--- src/rtl/uart_tx_arbiter.sv ---
// Round-robin scheduler sharing one uart_tx between NUM_REQ byte producers.
// Define UART_TX_ARB_LOCK_EN to hold the grant on one requester until its req_last byte.
module uart_tx_arbiter #(
  parameter int NUM_REQ      = 2,
  parameter int BUSY_TIMEOUT = 8
) (
  input  logic                   clk,
  input  logic                   rst_n,
  input  logic [NUM_REQ-1:0]     req_valid,
  input  logic [8*NUM_REQ-1:0]   req_data,
  input  logic [NUM_REQ-1:0]     req_last,
  output logic [NUM_REQ-1:0]     req_ready,
  output logic                   tx_start,
  output logic [7:0]             tx_data,
  input  logic                   tx_busy,
  output logic [1:0]             grant_id,
  output logic                   active,
  output logic [15:0]            bytes_sent,
  output logic                   err_timeout
);

  typedef enum logic [1:0] {
    IDLE      = 2'd0,
    START     = 2'd1,
    WAIT_BUSY = 2'd2,
    WAIT_DONE = 2'd3
  } state_t;

  state_t             state, state_next;
  logic [1:0]         last_grant;
  logic [7:0]         tmo_cnt;
  logic [NUM_REQ-1:0] elig;
  logic [2:0]         cand;
  logic               win_found;
  logic [1:0]         win_id;
  logic               accept;
  logic               tmo_hit;
  logic               frame_done;
  logic               lock_held;

`ifdef UART_TX_ARB_LOCK_EN
  logic [1:0] lock_id;

  // A byte without req_last pins the grant to its requester; a timeout drop frees it.
  always_ff @(posedge clk) begin
    if (!rst_n) begin
      lock_held <= 1'b0;
      lock_id   <= '0;
    end else if (accept) begin
      lock_held <= !req_last[win_id];
      lock_id   <= win_id;
    end else if (tmo_hit) begin
      lock_held <= 1'b0;
    end
  end

  always_comb begin
    elig = req_valid;
    if (lock_held) elig = req_valid & (NUM_REQ'(1) << lock_id);
  end
`else
  logic unused_last;
  assign unused_last = ^req_last;
  assign lock_held   = 1'b0;

  always_comb begin
    elig = req_valid;
  end
`endif

  // Search upward from the requester after the last grant.
  always_comb begin
    win_found = 1'b0;
    win_id    = '0;
    cand      = '0;
    for (int k = 1; k <= NUM_REQ; k++) begin
      cand = 3'(last_grant) + 3'(k);
      if (cand >= 3'(NUM_REQ)) cand = cand - 3'(NUM_REQ);
      if (!win_found && elig[cand[1:0]]) begin
        win_found = 1'b1;
        win_id    = cand[1:0];
      end
    end
  end

  assign tmo_hit    = (state == WAIT_BUSY) && !tx_busy && (tmo_cnt == 8'(BUSY_TIMEOUT - 1));
  assign frame_done = (state == WAIT_DONE) && !tx_busy;

  always_ff @(posedge clk) begin
    if (!rst_n) state <= IDLE;
    else        state <= state_next;
  end

  always_comb begin
    state_next = state;
    case (state)
      IDLE:      if (accept) state_next = START;
      START:     state_next = WAIT_BUSY;
      WAIT_BUSY: begin
        if (tx_busy)      state_next = WAIT_DONE;
        else if (tmo_hit) state_next = IDLE;
      end
      WAIT_DONE: if (!tx_busy) state_next = IDLE;
      default:   state_next = IDLE;
    endcase
  end

  // A busy transmitter in IDLE belongs to someone else (or a frame cut off by reset).
  always_comb begin
    accept    = rst_n && (state == IDLE) && !tx_busy && win_found;
    req_ready = accept ? (NUM_REQ'(1) << win_id) : '0;
  end

  always_ff @(posedge clk) begin
    if (!rst_n) begin
      tx_start    <= 1'b0;
      tx_data     <= 8'h00;
      grant_id    <= '0;
      last_grant  <= 2'(NUM_REQ - 1);
      active      <= 1'b0;
      bytes_sent  <= 16'h0000;
      err_timeout <= 1'b0;
      tmo_cnt     <= '0;
    end else begin
      tx_start <= (state_next == START);
      if (accept) begin
        tx_data    <= req_data[8*win_id +: 8];
        grant_id   <= win_id;
        last_grant <= win_id;
        active     <= 1'b1;
      end
      if (state == START)
        tmo_cnt <= '0;
      else if ((state == WAIT_BUSY) && !tx_busy)
        tmo_cnt <= tmo_cnt + 8'd1;
      if (tmo_hit) begin
        err_timeout <= 1'b1;
        active      <= 1'b0;
      end
      if (frame_done) begin
        bytes_sent <= bytes_sent + 16'd1;
        active     <= 1'b0;
      end
    end
  end

endmodule

--- config.mk ---
export PLATFORM = sky130hd
export DESIGN_NAME = uart_tx_arbiter
export DESIGN_NICKNAME = d
export VERILOG_FILES = /design/src/rtl/uart_tx_arbiter.sv
export SDC_FILE = /design/constraint.sdc
export NUM_CORES = 1
export LEC_CHECK = 0
export BUFFER_PORTS_ARGS = -buffer_cell sky130_fd_sc_hd__buf_2
export CAP_MARGIN = 15
export CELL_PAD_IN_SITES_DETAIL_PLACEMENT = 1
export CELL_PAD_IN_SITES_GLOBAL_PLACEMENT = 2
export CORE_UTILIZATION = 31
export DETAILED_ROUTE_END_ITERATION = 8
export PLACE_DENSITY_LB_ADDON = 0.05
export RECOVER_POWER = 50
export SETUP_SLACK_MARGIN = 0.2
export SYNTH_ARGS = -nofsm -noshare
export SYNTH_HDL_FRONTEND = slang
export SYNTH_SLANG_ARGS = --single-unit
--- constraint.sdc ---
create_clock -name clk -period 3.7 [get_ports clk]
set_input_delay 0.74 -clock clk [delete_from_list [all_inputs] [get_ports clk]]
set_output_delay 0.74 -clock clk [all_outputs]
set_load 0.02 [all_outputs]
==> flow_summary_export.csv <==
group,metric,value,unit
setup_path,start_kind,"input port",
logic_synthesis,ys.flop_type,"dfxtp_1",
global_routing,grtUsageTotal,0.152,
routing,first_pass_iters,3,
hold_path,min_path_type,"flip-flop to flip-flop",
power,p_switching,194,uW
floorplanning,core_area,5270,um2
logic_synthesis,ys_top_cells_by_area,"dfxtp_1, nor2_1, xor2_1",
layout,mostFrequentLayoutCells,"dfxtp_1, nor2_1, buf_2, clkbuf_1, nand2_1",
setup_path,cp_slowest_cell,"nor3_1",
power,cellPowerDensity,377,nW/um2
layout,antenna_cells,0,
routing,dr_total_vias,1558,
power,pwr-share-comb,0.095,
logic_synthesis,synth_area_leader_cell,"dfxtp_1",
setup_path,ff2ff_path_depth,5,
global_routing,antenna_found_initial,0,
logic_synthesis,synthCells,192,
place,globalplace.congestion,0.684,
global_routing,grt_pass1_vias,1592,
setup_path,cp_max_fo,12,
logic_synthesis,syn_area_per_cell,9.12,um2
layout,final_common_cell,"dfxtp_1",
power,p_int,591,uW
routing,wire_per_inst,13.8,um
routing,drt_iter0_drc,33,
logic_synthesis,syn-cell-area,1750,um2
setup_path,worstSetupPathType,"input port to output pin",
global_routing,grt-ovfl-total,0,
floorplanning,dieHeight,77.1,um
layout,final_nets,267,
setup_path,r2r_start,"state[1]",
setup_path,critPathMaxStageDelay,0.41,ns
power,power.share.clock,0.326,
layout,syn_to_final_growth,18.9,%
timing,hold_viol_final,0,
timing,relSlewSlack,0.439,
logic_synthesis,synth-seq-cells,40,
setup_path,path_cells,"clkbuf_1 > nor3_1 > o211ai_1 > inv_1 > and2_1 > buf_2",
routing,final_antenna_net_count,0,
timing,tightest_slew,0.840,ns
clock_network,cts_hold_buf,0,
global_routing,grt_max_degree,19,
timing,clock-skew-final,0.00517,ns
place,io_buffers,51,
clock_network,cts_root_buffer,"clkbuf_8",
setup_path,r2r_end,"tx_data[7]",
logic_synthesis,synth_top_area_frac,0.457,
run,drv_cap,0,
layout,layout-drive-gt1-share,0.154,
clock_network,post_cts_buffers,0,
power,swShare,0.247,
routing,wl,4.27,mm
clock_network,clk_latency,0.28,ns
power,leakagePower,0.853,nW
logic_synthesis,syn_nets,217,
timing,whs,0.471,ns
clock_network,cts_tree,"yes",
place,hpwl,3.21,mm
logic_synthesis,synth_edf_count,0,
floorplanning,num_rows,26,
routing,drc,0,
clock_network,cts_resized,0,
logic_synthesis,ys_seq_area_frac,0.457,
logic_synthesis,synth_cell_type_count,44,
layout,final_util,0.395,
setup_path,worstPathRequired,2.96,ns
timing,period_minus_slack,3.14,ns
setup_path,r2r_setup_slack,1.75,ns
hold_path,hold_path.startpoint,"bytes_sent[15]",
power,peakVddDrop,229,uV
clock_network,numCtsBuffers,5,
floorplanning,die_w,77.1,um
hold_path,whs_path_depth,2,
timing,setup_viol,0,
floorplanning,start_util,0.332,
setup_path,endpoint_kind,"output pin",
hold_path,hold_end,"bytes_sent[15]",
clock_network,htree_levels,2,
routing,vias_per_cell,5.03,
clock_network,cts_sinks,40,
setup_path,crit_arrival,2.40,ns
timing,drv_slew,0,
timing,fmax,318,MHz
floorplanning,dieArea,5950,um2
timing,min_period_over_period,0.849,
run_status,status,"completed",
logic_synthesis,synth_warnings,0,
timing,grt_setup_unrepaired,"false",
power,pwr-share-seq,0.579,
global_routing,grt_pass1_wl,7.28,mm
logic_synthesis,async_flop_share,0,
clock_network,clockBufferDepth,2,
floorplanning,ios,54,
timing,finalSetupTns,0,ns
clock_network,clkSlewWorstSetupHoldPaths,0.07,ns
## routing by layer
layer | share of wire | wire length (um) | GRT usage | up-vias
met4 | 0.0045 | 19 | 0.0340 | 0
li1 | - | - | - | 780
met2 | 0.52 | 2210 | 0.267 | 27
met1 | 0.44 | 1880 | 0.184 | 749
met3 | 0.037 | 160 | 0.0393 | 2
met5 | 0 | 0 | 0 | -
## through the flow
step | cell area [um2] | cells | setup slack [ns] | total power, mW
floorplan | 1750 | 192 | 1.12 | 0.513
global placement | 2050 | 305 | 0.692 | 0.539
detailed placement | 2050 | 305 | 0.620 | 0.543
CTS | 2120 | 310 | 0.620 | 0.804
global route | 2080 | 310 | 0.278 | 0.830
finish | 2080 | 310 | 0.559 | 0.785
## worst max-delay path, delay by kind of cell
family / cells / cell delay [ns]
buf+inv: 3 / 0.66
simple gates: 2 / 0.59
compound gates: 1 / 0.41
## Yosys cell counts (all sizes together), types with 2 or more instances
library cell,count
and3,2
nor3b,2
buf,6
a21oi,7
or4,4
dfxtp,40
o211ai,2
xor2,9
nor2,27
nor3,5
and4,2
nand2,14
inv,4
nand3,5
or3,3
nand4,5
mux2i,3
a221oi,8
o211a,3
o31ai,3
ha,2
and2,3
xnor2,6
clkbuf,3
o21ai,14
## power groups by stage
stage                     clock network, mW  logic [mW]  registers, mW
after global routing                  0.291      0.0839          0.456
after CTS                             0.270      0.0798          0.454
after global placement                    0      0.0764          0.463
after floorplan                           0      0.0433          0.469
final                                 0.256      0.0748          0.454
after detailed placement                  0      0.0796          0.464
## how the worst max path moves through the flow
stage	start	endpoint	slack [ns]	cells past startpoint
after floorplan	tx_busy	req_ready[0]	1.12	5
after global placement	tx_busy	req_ready[0]	0.69	6
after detailed placement	tx_busy	req_ready[0]	0.62	6
after CTS	tx_busy	req_ready[0]	0.62	6
after global routing	tx_busy	req_ready[1]	0.28	6
final	tx_busy	req_ready[0]	0.56	6
## logic make-up (layout without fill, tap and decap cells)
group / after synthesis / after routing / synth area share
buffers and inverters: 14 / 62 / 0.0386
AND/OR/NAND/NOR: 79 / 79 / 0.247
flip-flops: 40 / 40 / 0.457
XOR/XNOR: 15 / 15 / 0.0751
multiplexers: 3 / 3 / 0.0172
adder cells (fa/ha/maj): 2 / 2 / 0.0143
AO/OA/AOI/OAI: 39 / 39 / 0.151
## area by class of cell
type                    instances  area (um2)
repair buffers                 52         233
fillers                       660        3190
flip-flops and latches         40         801
well taps                      70        87.6
clock buffers                   5        68.8
multi-input cells             138         872
inverters                       5        18.8
## flip-flops by register name (all words and copies together) (netlist names)
signal / count
active: 1
bytes_sent: 16
err_timeout: 1
grant_id: 2
last_grant: 1
state: 2
tmo_cnt: 8
tx_data: 8
tx_start: 1
(Power assumes the default switching activity.)
